## config.mk

```make
export PLATFORM = sky130hd
export DESIGN_NAME = fft_radix2_iter
export DESIGN_NICKNAME = d
export VERILOG_FILES = /design/src/rtl/fft_radix2_iter.sv
export SDC_FILE = /design/constraint.sdc
export NUM_CORES = 2
export LEC_CHECK = 0
export ABC_AREA = 0
export BUFFER_PORTS_ARGS = -buffer_cell sky130_fd_sc_hd__buf_2
export CAP_MARGIN = 20
export CORE_MARGIN = 2
export CORE_UTILIZATION = 50
export DETAILED_ROUTE_END_ITERATION = 12
export PLACE_DENSITY = 0.7
export SLEW_MARGIN = 0
export SYNTH_ARGS = -nofsm -noshare
export SYNTH_HDL_FRONTEND = slang
export SYNTH_SLANG_ARGS = --single-unit
```

## constraint.sdc

```tcl
create_clock -name clk -period 17.6 [get_ports clk]
set_input_delay 2.64 -clock clk [delete_from_list [all_inputs] [get_ports clk]]
set_output_delay 2.64 -clock clk [all_outputs]
set_load 0.01 [all_outputs]
```

## src/rtl/fft_radix2_iter.sv

```systemverilog
// fft_radix2_iter: iterative in-place radix-2 DIT FFT, serial load/unload, 1/N scaling.
// Define FFT_INVERSE_EN to let `inv` conjugate the twiddles (inverse transform).
module fft_radix2_iter #(
    parameter int W = 16,
    parameter int N = 16,
    parameter TWIDDLE_FILE = "twiddle_q15.hex"
) (
    input  logic                clk,
    input  logic                rst,
    input  logic                inv,
    input  logic                in_valid,
    output logic                in_ready,
    input  logic signed [W-1:0] in_re,
    input  logic signed [W-1:0] in_im,
    output logic                out_valid,
    input  logic                out_ready,
    output logic signed [W-1:0] out_re,
    output logic signed [W-1:0] out_im,
    output logic                out_last,
    output logic                busy
);
    localparam int LOGN = $clog2(N);
    localparam int SW = $clog2(LOGN);
    localparam int P = 2 * W + 1;
    localparam int V = W + 3;
    localparam logic [1:0] S_LOAD = 2'd0, S_COMPUTE = 2'd1, S_UNLOAD = 2'd2;
    localparam logic [LOGN:0] CNT_LAST = (LOGN + 1)'(N - 1);
    localparam logic [SW-1:0] ST_LAST = SW'(LOGN - 1);
    localparam logic [LOGN-2:0] BF_LAST = '1;
    localparam logic signed [P-1:0] RND = P'(1) <<< (W - 2);
    localparam logic signed [V-1:0] MAXV = V'((1 <<< (W - 1)) - 1);
    localparam logic signed [V-1:0] MINV = V'(-(1 <<< (W - 1)));
    localparam longint PI30 = 64'sd3373259426;
    // Twiddles are generated at elaboration, so no image file is needed to build.
    localparam unused_tw_file = TWIDDLE_FILE;

    function automatic logic [2*W-1:0] twiddle(input longint k);
        longint th, x2, term, c, s, cq, sq, lim;
        logic neg;
        th = (64'sd2 * PI30 * k) / longint'(N);
        neg = th > PI30 / 64'sd2;
        if (neg) th = PI30 - th;
        x2 = (th * th) >>> 30;
        term = 64'sd1 <<< 30;
        c = term;
        for (longint n = 2; n <= 16; n += 2) begin
            term = -((term * x2) >>> 30) / (n * (n - 1));
            c += term;
        end
        term = th;
        s = th;
        for (longint n = 3; n <= 17; n += 2) begin
            term = -((term * x2) >>> 30) / (n * (n - 1));
            s += term;
        end
        lim = (64'sd1 <<< (W - 1)) - 64'sd1;
        cq = (c + (64'sd1 <<< (30 - W))) >>> (31 - W);
        sq = (s + (64'sd1 <<< (30 - W))) >>> (31 - W);
        cq = cq > lim ? lim : cq;
        sq = sq > lim ? lim : sq;
        if (neg) cq = -cq;
        return {cq[W-1:0], sq[W-1:0]};
    endfunction

    function automatic logic [LOGN-1:0] bitrev(input logic [LOGN-1:0] v);
        logic [LOGN-1:0] r;
        for (int i = 0; i < LOGN; i++) r[i] = v[LOGN-1-i];
        return r;
    endfunction

    function automatic logic signed [W-1:0] sat(input logic signed [V-1:0] v);
        return (v > MAXV) ? MAXV[W-1:0] : (v < MINV) ? MINV[W-1:0] : v[W-1:0];
    endfunction

    logic [2*W-1:0] tw_rom [N/2];
    for (genvar i = 0; i < N / 2; i++) begin : g_tw
        localparam logic [2*W-1:0] TW = twiddle(longint'(i));
        assign tw_rom[i] = TW;
    end

    logic [1:0] state_q, state_d;
    logic [LOGN:0] cnt_q, cnt_d;
    logic [SW-1:0] stage_q, stage_d;
    logic [LOGN-2:0] bfly_q, bfly_d;
    logic signed [W-1:0] mem_re_q [N];
    logic signed [W-1:0] mem_im_q [N];
    logic in_fire;
    logic [LOGN-1:0] j, half, p, a_idx, b_idx;
    logic [LOGN-2:0] tw_idx;
    logic [2*W-1:0] tw;
    logic signed [W-1:0] ar, ai, br, bi, c, s, se, na_re, na_im, nb_re, nb_im;
    logic signed [P-1:0] pr, pi;
    logic signed [W+1:0] tr, ti;
    logic signed [V-1:0] sa_re, sa_im, sb_re, sb_im;

`ifdef FFT_INVERSE_EN
    logic inv_q, inv_d;
    assign inv_d = (in_fire && cnt_q == '0) ? inv : inv_q;
    assign se = inv_q ? -s : s;
    always_ff @(posedge clk) begin
        if (rst) inv_q <= 1'b0;
        else inv_q <= inv_d;
    end
`else
    logic unused_inv;
    assign unused_inv = inv;
    assign se = s;
`endif

    assign in_ready = state_q == S_LOAD;
    assign out_valid = state_q == S_UNLOAD;
    assign busy = state_q != S_LOAD;
    assign in_fire = in_valid && in_ready;
    assign out_last = out_valid && cnt_q == CNT_LAST;
    assign out_re = out_valid ? mem_re_q[cnt_q[LOGN-1:0]] : '0;
    assign out_im = out_valid ? mem_im_q[cnt_q[LOGN-1:0]] : '0;

    // Butterfly j of stage s pairs a = (group << (s+1)) | pos with b = a + 2^s.
    always_comb begin
        j = {1'b0, bfly_q};
        half = LOGN'(1) << stage_q;
        p = j & (half - LOGN'(1));
        a_idx = ((j & ~(half - LOGN'(1))) << 1) | p;
        b_idx = a_idx | half;
        tw_idx = (LOGN - 1)'({p, {(LOGN - 1){1'b0}}} >> stage_q);
        tw = tw_rom[tw_idx];
        c = signed'(tw[2*W-1:W]);
        s = signed'(tw[W-1:0]);
        ar = mem_re_q[a_idx];
        ai = mem_im_q[a_idx];
        br = mem_re_q[b_idx];
        bi = mem_im_q[b_idx];
        pr = P'(br) * P'(c) + P'(bi) * P'(se);
        pi = P'(bi) * P'(c) - P'(br) * P'(se);
        tr = (W + 2)'((pr + RND) >>> (W - 1));
        ti = (W + 2)'((pi + RND) >>> (W - 1));
        sa_re = V'(ar) + V'(tr);
        sa_im = V'(ai) + V'(ti);
        sb_re = V'(ar) - V'(tr);
        sb_im = V'(ai) - V'(ti);
        na_re = sat(sa_re >>> 1);
        na_im = sat(sa_im >>> 1);
        nb_re = sat(sb_re >>> 1);
        nb_im = sat(sb_im >>> 1);
    end

    always_comb begin
        state_d = state_q;
        cnt_d = cnt_q;
        stage_d = stage_q;
        bfly_d = bfly_q;
        if (state_q == S_LOAD && in_valid) begin
            cnt_d = cnt_q == CNT_LAST ? '0 : cnt_q + 1'b1;
            state_d = cnt_q == CNT_LAST ? S_COMPUTE : S_LOAD;
        end else if (state_q == S_COMPUTE) begin
            bfly_d = bfly_q + 1'b1;
            if (bfly_q == BF_LAST) begin
                stage_d = stage_q == ST_LAST ? '0 : stage_q + 1'b1;
                state_d = stage_q == ST_LAST ? S_UNLOAD : S_COMPUTE;
            end
        end else if (state_q == S_UNLOAD && out_ready) begin
            cnt_d = cnt_q == CNT_LAST ? '0 : cnt_q + 1'b1;
            state_d = cnt_q == CNT_LAST ? S_LOAD : S_UNLOAD;
        end
    end

    always_ff @(posedge clk) begin
        if (rst) begin
            state_q <= S_LOAD;
            cnt_q <= '0;
            stage_q <= '0;
            bfly_q <= '0;
        end else begin
            state_q <= state_d;
            cnt_q <= cnt_d;
            stage_q <= stage_d;
            bfly_q <= bfly_d;
        end
    end

    always_ff @(posedge clk) begin
        if (in_fire) begin
            mem_re_q[bitrev(cnt_q[LOGN-1:0])] <= in_re;
            mem_im_q[bitrev(cnt_q[LOGN-1:0])] <= in_im;
        end else if (state_q == S_COMPUTE) begin
            mem_re_q[a_idx] <= na_re;
            mem_im_q[a_idx] <= na_im;
            mem_re_q[b_idx] <= nb_re;
            mem_im_q[b_idx] <= nb_im;
        end
    end
endmodule

```

==> qor.yml <==
status: "completed"
slew_headroom: 0.150
cts_root_buf: "clkbuf_16"
synth_cell_types: 85
clock_skew_ns: 0.0330
synthArstFlopShare: 0
cp.required_ns: 17.94
crit_type: "reg -> reg"
rsz0062_at_grt: "false"
syn_area_per_cell_um2: 10.4
initial_core_util: 0.504
routabilityCongestion: 1.00
cp_max_fo: 20
area_delta_synth_final_pct: 7.10
final_area_um2: 81000
path_clk_slew_ns: 0.07
tns_ns: 0
ant_nets: 0
worstSkewPairLatency_ns: 0.65
cts-hold-fix-buffers: 0
ys_warn_count: 0
synthTopCellsByCount: "inv_1 (1423), fa_1 (1113), nor2_1 (639), nand2_1 (569), edfxtp_1 (512)"
cts.path.max_buffers: 3
die_x_um: 393
ys_ff_latch: 528
drt_first_pass_iters: 8
ys.flop_type: "edfxtp_1"
synth_compound_area_frac: 0.0761
synth-edff-count: 512
post_cts_buffers: 0
instances_no_fill: 9236
num_rows: 142
numCtsBuffers: 52
slew_violations: 0
yosys.area.top_type: "fa_1"
vias: 59100
synthXorXnorAreaFrac: 0.0166
setup_viol: 0
tritoncts: "done"
hold_violations: 0
drive_above_1_share: 0.131
dp_hpwl_um: 195000
overflow: 0
synthesis.area_um2: 75700
drt_iter0_drc: 7666
die-area_um2: 154000
netlist_instances: 7249
cpPeakStageDelay_ns: 0.94
cap_viol_max_count: 0
wl_um: 264000
drcViolationCount: 0
fin_crit_ns: 16.86
cpMaxStageDelayCell: "o21ai_4"
synthSimpleGateAreaFrac: 0.0993
worstPathArrival_ns: 17.20
worstSetupStartpointType: "flip-flop"
syn_nets: 8783
synth.area.mux_share: 0.148
grt_use_total: 0.348
ff2ff_setup_slack_ns: 0.74
grt_pass1_vias: 60600
clock.fmax_ghz: 0.0593
worst_pin_slew_ns: 1.27
yosysMostFrequentCell: "inv_1"
dpl_cell_area_um2: 79300
clock-sinks: 528
viasPerCell: 6.40
grt_max_degree: 61
port_buffers: 71
grt_pass1_wl_um: 391000
path_common_cell: "fa_1"
antenna_found_initial: 9
core-area_um2: 150000
synth-adder-area-share: 0.359
synth_top_family_by_area: "adder cells"
yosysSeqAreaShare: 0.207
fin_crit_sh: 0.958
post_drt_wl_per_cell_um: 28.5
hp-class: "reg -> reg"
die_h_um: 393
end_kind: "flip-flop"
h-tree-depth: 2
dp_cells: 9130
synth_area_leaders: "fa_1 (29%), edfxtp_1 (20%), mux4_2 (12%)"
fin_nets: 8706
num_io_pins: 73
yosysTopAreaCellShare: 0.294
==> cell type report <==
cell class                 instances  area (um2)
clock inverter                    29         309
tap                             2016        2520
timing repair buffer             318        2290
inverter                        1426        5350
sequential                       528       15700
clock buffer                      62        1340
fill                           13000       69100
antenna                           11        27.5
multi-input combinational       4846       53500
==> worst max-delay path: cells and delay by family (launching register included) <==
family                     cells  cell delay (ns)
adders and majority gates     11             5.34
AOI/OAI and AO/OA             12             4.05
and+or+nand+nor               14             3.84
buffers and inverters          8             1.60
xor gates and xnor gates       2             0.94
DFF                            1             0.55
muxes                          1             0.18
==> final timing paths <==
kind / startpoint / to / depth (start not counted)
setup / recovery: stage_q[0]$_SDFFE_PP0P_ / mem_re_q[8][12]$_DFFE_PP_ / 48
hold / removal: cnt_q[4]$_SDFFE_PP0P_ / cnt_q[4]$_SDFFE_PP0P_ / 1
setup reg to reg: stage_q[0]$_SDFFE_PP0P_ / mem_re_q[8][12]$_DFFE_PP_ / 48
hold reg to reg: cnt_q[4]$_SDFFE_PP0P_ / cnt_q[4]$_SDFFE_PP0P_ / 1
==> routing by layer <==
| metal | vias up | part of all wire | GRT usage |
|---|---|---|---|
| li1 | 24000 | - | - |
| met1 | 29500 | 0.34 | 0.437 |
| met2 | 4480 | 0.44 | 0.523 |
| met3 | 1072 | 0.14 | 0.109 |
| met4 | 4 | 0.079 | 0.219 |
| met5 | - | 0.00010 | 0 |
==> repair_timing <==
action | CTS | global route
endpoints found under the setup margin | 0 | 1
hold endpoints to repair | 0 | 0
resized for setup | 0 | 1
==> metrics by stage <==
| step | utilization | hold slack (ns) | worst slack (ns) |
|---|---|---|---|
| finish | 0.540 | 0.494 | 0.743 |
| global route | 0.540 | 0.504 | 0.0470 |
| CTS | 0.539 | 0.497 | 1.11 |
| detailed placement | 0.528 | 0.488 | 1.18 |
| global placement | 0.528 | 0.471 | 1.27 |
| floorplan | - | 0.463 | 2.96 |
==> sequential cells by signal (all words and copies together), names as in the netlist, named ones only <==
register  flops
mem_re_q    256
cnt_q         5
stage_q       2
state_q       2
bfly_q        3
mem_im_q    256
==> cell usage in the layout (no fill, tap or decap), types with 12 or more instances in the layout <==
cell       instances
ha_1             384
o31ai_1           22
fa_1            1113
or4_1             25
xnor2_1          102
mux2i_1          209
nor2b_1           23
o21bai_1          24
inv_1           1423
nor2_1           633
nand2_2           17
a31oi_1           60
clkbuf_16         52
dfxtp_1           12
nor4_2            22
buf_2             71
a211oi_1          46
a21oi_1          295
nand4_1           58
and3_1            14
o21ai_4           17
or3_1             23
xor2_1            40
a21o_1            38
nand2b_1          30
buf_4            239
o22ai_1           24
mux4_2           401
nand2_1          551
nand3_1           93
edfxtp_1         512
nor3_1            62
o21ai_0          137
or2_2             17
o221ai_1          83
and2_1            77
==> logic make-up (layout without fill, tap and decap cells) <==
logic type | Yosys count | count (layout)
xor gates and xnor gates | 143 | 143
other | 0 | 11
adders and majority gates | 1501 | 1501
buffers and inverters | 1875 | 1835
DFF | 528 | 528
muxes | 618 | 618
AOI/OAI and AO/OA | 884 | 884
and+or+nand+nor | 1700 | 1700
Power is left out: the tool's default activity adds up to more than one toggle a clock period on the data nets, which glitch-free logic cannot reach.
